<file path="src/rtl/conv_result_collector_if.sv">
// Stream bundle for conv_result_collector: scalar result beats in, packed frames out.
// The collector uses the slave modport; the PE/consumer side uses master.
interface conv_result_collector_if #(
    parameter int DATA_WIDTH = 16,
    parameter int D          = 4
);
    localparam int CW = (D > 1) ? $clog2(D + 1) : 1;

    // Valid/ready: a beat moves on a cycle where valid and ready are both high.
    // The sender holds valid and data until that cycle.
    logic                    in_valid;
    logic                    in_ready;
    logic [DATA_WIDTH-1:0]   in_data;
    logic                    out_valid;
    logic                    out_ready;
    logic [DATA_WIDTH*D-1:0] out_vector;
    logic [CW-1:0]           wr_count;
    logic                    ovf;

    modport master (
        output in_valid, in_data, out_ready,
        input  in_ready, out_valid, out_vector, wr_count, ovf
    );

    modport slave (
        input  in_valid, in_data, out_ready,
        output in_ready, out_valid, out_vector, wr_count, ovf
    );
endinterface

</file>
<file path="src/rtl/conv_result_collector.sv">
// Gathers D result words into one packed frame (FILL/HOLD FSM, same-cycle drain/refill).
// Optional sticky overflow detection is enabled by defining CONV_COLLECT_OVF_EN.
module conv_result_collector #(
    parameter int DATA_WIDTH = 16,
    parameter int D          = 4
) (
    input  logic                    clk,
    input  logic                    reset,
    input  logic                    flush,
    conv_result_collector_if.slave  bus,
    output logic                    dbg_state
);
    localparam int CW = (D > 1) ? $clog2(D + 1) : 1;

    typedef enum logic {FILL = 1'b0, HOLD = 1'b1} state_t;

    state_t                  state_q, state_d;
    logic [CW-1:0]           wr_count_q, wr_count_d;
    logic                    out_valid_q, out_valid_d;
    logic [DATA_WIDTH*D-1:0] vec_q, vec_d;
    logic                    in_ready;
    logic                    accept;
    logic                    drain;

    // Word k sits at the most-significant end first, so the first word of a
    // frame occupies the leading DATA_WIDTH bits, matching the conv input packing.
    always_comb begin
        in_ready    = (state_q == FILL) ? 1'b1 : bus.out_ready;
        if (flush) in_ready = 1'b0;
        accept      = bus.in_valid & in_ready;
        drain       = out_valid_q & bus.out_ready;

        state_d     = state_q;
        wr_count_d  = wr_count_q;
        out_valid_d = out_valid_q;
        vec_d       = vec_q;

        if (flush) begin
            state_d     = FILL;
            wr_count_d  = '0;
            out_valid_d = 1'b0;
        end else begin
            case (state_q)
                FILL: begin
                    if (accept) begin
                        for (int k = 0; k < D; k++) begin
                            if (int'(wr_count_q) == k)
                                vec_d[DATA_WIDTH*(D-1-k) +: DATA_WIDTH] = bus.in_data;
                        end
                        if (int'(wr_count_q) == D - 1) begin
                            state_d     = HOLD;
                            wr_count_d  = '0;
                            out_valid_d = 1'b1;
                        end else begin
                            wr_count_d  = wr_count_q + CW'(1);
                        end
                    end
                end
                HOLD: begin
                    if (drain) begin
                        if (accept) begin
                            vec_d[DATA_WIDTH*(D-1) +: DATA_WIDTH] = bus.in_data;
                            if (D == 1) begin
                                state_d     = HOLD;
                                wr_count_d  = '0;
                                out_valid_d = 1'b1;
                            end else begin
                                state_d     = FILL;
                                wr_count_d  = CW'(1);
                                out_valid_d = 1'b0;
                            end
                        end else begin
                            state_d     = FILL;
                            wr_count_d  = '0;
                            out_valid_d = 1'b0;
                        end
                    end
                end
                default: begin
                    state_d     = FILL;
                    wr_count_d  = '0;
                    out_valid_d = 1'b0;
                end
            endcase
        end
    end

    always_ff @(posedge clk) begin
        if (!reset) begin
            state_q     <= FILL;
            wr_count_q  <= '0;
            out_valid_q <= 1'b0;
            vec_q       <= '0;
        end else begin
            state_q     <= state_d;
            wr_count_q  <= wr_count_d;
            out_valid_q <= out_valid_d;
            vec_q       <= vec_d;
        end
    end

`ifdef CONV_COLLECT_OVF_EN
    logic ovf_q, ovf_d;

    // A beat offered while not ready would be lost by a producer that ignores ready.
    always_comb begin
        ovf_d = ovf_q | (bus.in_valid & ~in_ready);
        if (flush) ovf_d = 1'b0;
    end

    always_ff @(posedge clk) begin
        if (!reset) ovf_q <= 1'b0;
        else        ovf_q <= ovf_d;
    end

    assign bus.ovf = ovf_q;
`else
    assign bus.ovf = 1'b0;
`endif

    assign bus.in_ready   = in_ready;
    assign bus.out_valid  = out_valid_q;
    assign bus.out_vector = vec_q;
    assign bus.wr_count   = wr_count_q;
    assign dbg_state      = (state_q == HOLD);
endmodule

</file>
<file path="src/flat_wrapper.sv">
// flat-port wrapper written by rule: the top's interface ports become plain ports
module conv_result_collector_flat 
#(
    parameter int DATA_WIDTH = 16,
    parameter int D          = 4
)
  (clk, reset, flush, dbg_state, bus_in_valid, bus_in_data, bus_out_ready, bus_in_ready, bus_out_valid, bus_out_vector, bus_wr_count, bus_ovf);
  conv_result_collector_if #(.DATA_WIDTH(DATA_WIDTH), .D(D)) bus_i ();
  input  logic clk;
  input  logic reset;
  input  logic flush;
  output logic dbg_state;
  input wire logic [$bits(bus_i.in_valid)-1:0] bus_in_valid;
  input wire logic [$bits(bus_i.in_data)-1:0] bus_in_data;
  input wire logic [$bits(bus_i.out_ready)-1:0] bus_out_ready;
  output wire logic [$bits(bus_i.in_ready)-1:0] bus_in_ready;
  output wire logic [$bits(bus_i.out_valid)-1:0] bus_out_valid;
  output wire logic [$bits(bus_i.out_vector)-1:0] bus_out_vector;
  output wire logic [$bits(bus_i.wr_count)-1:0] bus_wr_count;
  output wire logic [$bits(bus_i.ovf)-1:0] bus_ovf;
  assign bus_i.in_valid = bus_in_valid;
  assign bus_i.in_data = bus_in_data;
  assign bus_i.out_ready = bus_out_ready;
  assign bus_in_ready = bus_i.in_ready;
  assign bus_out_valid = bus_i.out_valid;
  assign bus_out_vector = bus_i.out_vector;
  assign bus_wr_count = bus_i.wr_count;
  assign bus_ovf = bus_i.ovf;
  conv_result_collector #(.DATA_WIDTH(DATA_WIDTH), .D(D)) u_core (.clk(clk), .reset(reset), .flush(flush), .bus(bus_i), .dbg_state(dbg_state));
endmodule
</file>
<file path="config.mk">
export PLATFORM = sky130hd
export DESIGN_NAME = conv_result_collector_flat
export DESIGN_NICKNAME = d
export VERILOG_FILES = /design/src/rtl/conv_result_collector_if.sv /design/src/rtl/conv_result_collector.sv /design/src/flat_wrapper.sv
export SDC_FILE = /design/constraint.sdc
export NUM_CORES = 1
export LEC_CHECK = 0
export ABC_CLOCK_PERIOD_IN_PS = 3100
export BUFFER_PORTS_ARGS = -buffer_cell sky130_fd_sc_hd__buf_2
export CAP_MARGIN = 20
export CORE_ASPECT_RATIO = 1.5
export CORE_MARGIN = 1
export CORE_UTILIZATION = 45
export CTS_CLUSTER_DIAMETER = 200
export DETAILED_ROUTE_END_ITERATION = 6
export PLACE_DENSITY = 0.8
export SYNTH_ARGS = -nofsm -noshare
export SYNTH_HDL_FRONTEND = slang
export SYNTH_SLANG_ARGS = --single-unit
</file>
<file path="constraint.sdc">
create_clock -name clk -period 3.1 [get_ports clk]
set_input_delay 0.62 -clock clk [delete_from_list [all_inputs] [get_ports clk]]
set_output_delay 0.62 -clock clk [all_outputs]
set_load 0.02 [all_outputs]
</file>
==> metrics, run 1 <==
Bufs on Longest Clock Path 2; Area Overhead vs Synth 22.0%; Placed Area 3270 um2; Worst-path clk slew 0.06 ns; clock root cell clkbuf_8; Netlist cell types 30; grt ovf 0; element type at the critical path start flop; total die area 6610 um2; largest net degree at the start of global routing 49; Worst VDD drop 0.271 mV; Min-Delay Path Class reg -> reg; Routed WL per cell 15.8 um; ANT cells 0; skew final 0.00687 ns; crit path DAT 2.14 ns; post-synthesis sequential area ratio 0.489; Critical Path Sink Type flop; Final #Nets 431; die height 99.1 um; status finished clean; io pins between 90 and 100; setup slack, reg-to-reg 1.15 ns; Max transition margin 0.587; Top FF cell, synth dfxtp_1; fin util 0.567; H-tree depth 3; fmax 0.514 GHz; Post-DRT Antenna Nets 0; Slew Limit Fails 0; vias in the first global route 2394; die width 66.7 um; initial antenna violation count 0; DRC viols 0; post-synth top area share 0.489; final worst path period share 0.628; core area about 6100 um2; share of cells above drive strength 1 0.276; Post-DP HPWL 5.26 mm; initial DRC count 219; setup TNS 0 ns; Ys Warns 0; CTS tree done; leak pwr 0.00146 uW; largest area contributor in the netlist dfxtp_1; top-count cell post-synth dfxtp_1; Vias/cell ~5.6; via count 2698; worst-skew pair later-pin latency between 0.3 and 0.4 ns; Final Hold Fails 0; Hold Crit Start u_core.bus.out_vector[59]; Clock Sinks 69; launch point of the worst path u_core.bus.wr_count[0]; routed wire length 7.64 mm; Pwr Density approximately 510 nW/um2; leading post-synthesis cells by cell area dfxtp_1 (49%), a21oi_1 (9.2%), nand3_1 (8.9%); kind of critical path reg -> reg; R2R Path Start u_core.bus.wr_count[0]; drt first pass iters 4; Setup Viol. Count Final 0; global-route wire length before repair 11.8 mm; crit-path max FO 17; Post-synth EDFFs 0; synth cell count leaders dfxtp_1 (69), a21oi_1 (52), nand3_1 (50), o21ai_0 (39), nand2_1 (34); Slew @ Worst Pin 0.620 ns; dpl cells 469; PortBufs 90; RD Place Congestion 0.847; # resized after CTS 0; Inserted Clock Buffers 9; Synth Cell Area 2830 um2; Cells after Synth between 300 and 400; asr flop ratio synth 0; GRT Resource Usage Total 0.239; Syn Nets 355; Critical Path RT between 3 and 4 ns; syn_area_per_cell 8.57 um2; max_cap viols 0; initial cell density of the core 0.464; min Tclk post-route a little under 2 ns; Setup Fix Bufs, Post-CTS 0; final instance area 3450 um2; hold slack 0.459 ns; Seq cells post-synth 69; cts hold-fix bufs 0; num rows 35; RSZ-0062 raised after global routing no; post-route insts no fill 483; fill count 567
==> per-stage QoR <==
step / worst slack [ns] / total power (uW)
floorplan: 1.41 / 1020
global placement: 1.15 / 1070
detailed placement: 1.05 / 1070
CTS: 1.21 / 1750
global route: 0.949 / 1800
finish: 1.15 / 1740
==> per-layer routing <==
metal / vias to the layer above / GRT usage / share of wire
met2: 117 / 0.379 / 0.51
li1: 1302 / - / -
met3: 13 / 0.0579 / 0.058
met1: 1266 / 0.299 / 0.40
met4: 0 / 0.115 / 0.033
met5: - / 0 / 0
==> final timing paths <==
| kind | endpoint | cells past startpoint |
|---|---|---|
| setup / recovery | u_core.bus.out_vector[16] | 5 |
| hold / removal | u_core.bus.out_vector[59] | 2 |
| setup reg to reg | u_core.bus.out_vector[16] | 5 |
| hold reg to reg | u_core.bus.out_vector[59] | 2 |
==> report_power, final <==
group / leakage, uW / internal, uW / total, uW / switching [uW]
clock network: 0.0000923 / 384 / 688 / 304
logic: 0.000808 / 43.9 / 148 / 104
registers: 0.000558 / 900 / 907 / 6.92
==> state kept, by name, summed over array words and instances, names as in the netlist <==
register and flops:
u_core.bus.out_vector 64, u_core.bus.wr_count 3, u_core.dbg_state 1, u_core.bus.out_valid 1
==> placed cells by master (no fill, tap or decap), types with 5 or more instances in the layout <==
cell type / count
dfxtp_1: 69
nand3_1: 50
o21ai_0: 39
o21ai_1: 10
clkbuf_8: 10
nand2_1: 34
mux2i_1: 16
inv_1: 7
a21oi_1: 52
buf_4: 5
buf_2: 90
==> worst max-delay path, stage by stage, from the launching register on <==
cell,delay (ns)
dfxtp_1,0.36
inv_1,0.13
ha_1,0.57
inv_1,0.39
o21ai_0,0.27
a21oi_1,0.09
==> cell families (layout without fill, tap and decap cells) <==
group           count (synthesis)  count (layout)  synth area share
fa+ha+maj                       4               4            0.0177
simple gates                   98              98             0.178
flops                          69              69             0.489
other cells                     1               1           0.00133
mux                            16              16            0.0567
buf+inv                        37             116            0.0611
compound gates                105             105             0.197
==> area by class of cell <==
type	instances	area (um2)	share of cell area
clock buffers	12	145	0.0421
multi-input cells	224	1280	0.371
inverters	7	26.3	0.00762
flip-flops and latches	69	1380	0.400
repair buffers	95	488	0.141
well taps	74	92.6	0.0268
clock inverters	2	35.0	0.0102
No activity file was read; power rests on OpenSTA's default activity.
==> run 2, diff against run 1 <==
--- a/config.mk
+++ b/config.mk
@@ -5,7 +5,7 @@
 export SDC_FILE = /design/constraint.sdc
 export NUM_CORES = 1
 export LEC_CHECK = 0
-export ABC_CLOCK_PERIOD_IN_PS = 3100
+export ABC_CLOCK_PERIOD_IN_PS = 1650
 export BUFFER_PORTS_ARGS = -buffer_cell sky130_fd_sc_hd__buf_2
 export CAP_MARGIN = 20
 export CORE_ASPECT_RATIO = 1.5
@@ -13,7 +13,7 @@
 export CORE_UTILIZATION = 45
 export CTS_CLUSTER_DIAMETER = 200
 export DETAILED_ROUTE_END_ITERATION = 6
-export PLACE_DENSITY = 0.8
+export PLACE_DENSITY = 0.83
 export SYNTH_ARGS = -nofsm -noshare
 export SYNTH_HDL_FRONTEND = slang
 export SYNTH_SLANG_ARGS = --single-unit
==> constraint.sdc (replaced) <==
create_clock -name clk -period 1.65 [get_ports clk]
set_input_delay 0.33 -clock clk [delete_from_list [all_inputs] [get_ports clk]]
set_output_delay 0.33 -clock clk [all_outputs]
set_load 0.02 [all_outputs]
==> run 2 against run 1 <==
  * Non-clock buffer count rose by 10
  * Critical path depth did not move
  * Total power rose by 87%
  * Clock-buffer cell count rose by 1
  * Wire length rose by 11%
  * Cell count rose by 2.7%
  * Largest cell class unchanged
==> metrics, run 2 (same netlist as run 1, synthesis figures left out) <==
die height 99.1 um (unchanged); io pins 92 (unchanged); setup slack, reg-to-reg 0.08 ns (was 1.15 ns); die width 66.7 um (unchanged); crit path max-delay cell type a211oi_4 (was ha_1); crit-path max FO 8 (was 17); reg-to-reg endpoint u_core.bus.out_vector[48] (was u_core.bus.out_vector[16]); most frequent cells in the layout buf_2 (90), dfxtp_1 (66), a21oi_1 (52), nand3_1 (50), o21ai_0 (39) (was buf_2 (90), dfxtp_1 (69), a21oi_1 (52), nand3_1 (50), o21ai_0 (39)); number of flip-flops in the largest register 64 (unchanged); element type at the critical path start flop (unchanged); GRT Resource Usage Total 0.251 (was 0.239); Worst VDD drop 0.389 mV (was 0.271 mV); RSZ-0062 raised after global routing yes (was no); routed wire length 8.47 mm (was 7.64 mm); fmax 0.637 GHz (was 0.514 GHz); vias in the first global route 2504 (was 2394); min Tclk post-route 1.57 ns (was 1.95 ns); global-route wire length before repair 12.4 mm (was 11.8 mm); leak pwr 0.00153 uW (was 0.00146 uW); post-route insts no fill 496 (was 483); Final #Nets 442 (was 431); initial DRC count 242 (was 219); DRC viols 0 (unchanged); status finished clean (unchanged); CTS tree done (unchanged); slowest stage delay, CP 0.38 ns (was 0.57 ns); Pwr Total 3260 uW (was 1740 uW); largest net degree at the start of global routing 33 (was 49); fill count 522 (was 567); Post-DP HPWL 5.64 mm (was 5.26 mm); Slew Limit Fails 0 (unchanged); Area Overhead vs Synth 27.5% (was 22.0%); initial cell density of the core 0.464 (unchanged); Critical Path RT 1.92 ns (was 3.29 ns); Inserted Clock Buffers 9 (unchanged); share of cells above drive strength 1 0.313 (was 0.276); Post-DRT Antenna Nets 0 (unchanged); worst-skew pair later-pin latency 0.34 ns (was 0.33 ns); total die area 6610 um2 (unchanged); PortBufs 90 (unchanged); crit path DAT 1.84 ns (was 2.14 ns); core area 6090 um2 (unchanged); Worst-path clk slew 0.07 ns (was 0.06 ns); Final Hold Fails 0 (unchanged); grt ovf 0 (unchanged); Pwr Density 904 nW/um2 (was 505 nW/um2); R2R Path Start u_core.bus.wr_count[2] (was u_core.bus.wr_count[0]); CP endpoint u_core.bus.out_vector[48] (was u_core.bus.out_vector[16]); Setup Fix Bufs, Post-CTS 0 (unchanged); drt first pass iters 5 (was 4); launch point of the worst path u_core.bus.wr_count[2] (was u_core.bus.wr_count[0]); Clock Sinks 69 (unchanged); cells along the critical path buf_4 > nand2b_1 > a211oi_4 > clkbuf_16 > mux2i_1 (was inv_1 > ha_1 > inv_1 > o21ai_0 > a21oi_1); max_cap viols 0 (unchanged); Setup Viol. Count Final 0 (unchanged); skew final 0.00944 ns (was 0.00687 ns); dpl cells 478 (was 469); Bufs on Longest Clock Path 2 (unchanged); Min-Delay Path Class in -> reg (was reg -> reg); Register-to-Register Path Depth 5 (unchanged); initial antenna violation count 0 (unchanged); Critical Path Sink Type flop (unchanged); kind of critical path reg -> reg (unchanged); clock root cell clkbuf_8 (unchanged); most common cell after layout, fill and taps aside buf_2 (unchanged); H-tree depth 3 (unchanged); RD Place Congestion 0.835 (was 0.847); Vias/cell 5.74 (was 5.59); final worst path period share 0.951 (was 0.628); num rows 35 (unchanged); ANT cells 0 (unchanged); Routed WL per cell 17.1 um (was 15.8 um); via count 2845 (was 2698)
-- run 2: cell types whose count changed in the layout (fill, tap and decap cells not counted), moves of 2 or more --
cell and change:
inv_1 -2, dfxtp_1 -3, buf_4 +6, clkinvlp_4 +3, buf_12 +3, dfxtp_2 +3
-- run 2: layout make-up --
cell class / instances / area (um2) / area share
Sequential cell: 69 / 1390 / 0.384
Timing Repair Buffer: 105 / 618 / 0.172
Inverter: 7 / 30.0 / 0.00833
Clock buffer: 13 / 159 / 0.0441
Multi-Input combinational cell: 225 / 1300 / 0.360
Clock inverter: 3 / 20.0 / 0.00556
Tap cell: 74 / 92.6 / 0.0257
-- run 2: how the worst min path moves through the flow --
stage	from	endpoint	slack, ns	cells past startpoint
after floorplan	bus_in_data[0]	u_core.bus.out_vector[48]	0.47	2
after global placement	u_core.bus.out_vector[48]	u_core.bus.out_vector[48]	0.44	2
after detailed placement	u_core.bus.out_vector[61]	u_core.bus.out_vector[61]	0.45	2
after CTS	bus_in_data[12]	u_core.bus.out_vector[60]	0.28	3
after global routing	bus_in_data[6]	u_core.bus.out_vector[54]	0.29	3
final	bus_in_data[12]	u_core.bus.out_vector[60]	0.29	3
-- run 2: worst max-delay path: cells and delay by family (launching register included) --
kind	cells	cell delay, ns
multiplexers	1	0.18
AO/OA/AOI/OAI	1	0.38
AND/OR/NAND/NOR	1	0.18
buffers and inverters	2	0.42
flip-flops	1	0.36
-- run 2: metal layers --
layer,part of all wire,track usage
met4,0.032,0.124
met3,0.081,0.0556
met5,0,0
met2,0.52,0.422
met1,0.36,0.293
-- run 2: through the flow --
step	TNS [ns]	area, um2	hold WS [ns]	utilization	setup WS [ns]
finish	0	3600	0.291	0.592	0.0801
global route	-0.0568	3600	0.289	0.592	-0.0149
CTS	0	3550	0.285	0.584	0.108
detailed placement	0	3370	0.450	0.554	0.0667
global placement	0	3370	0.440	0.554	0.106
floorplan	0	2830	0.472	-	0.0276
-- run 2: repair_timing --
action | CTS | global route
endpoints found under the hold margin | 0 | 0
endpoints found under the setup margin | 0 | 6
resized for setup | 0 | 7
hold buffers | 0 | 0
-- run 2: where the power goes --
part           switching, uW  total (uW)  internal (uW)
clock                    609        1230            626
combinational            210         319            108
sequential              13.2        1700           1690
total                    832        3260           2430
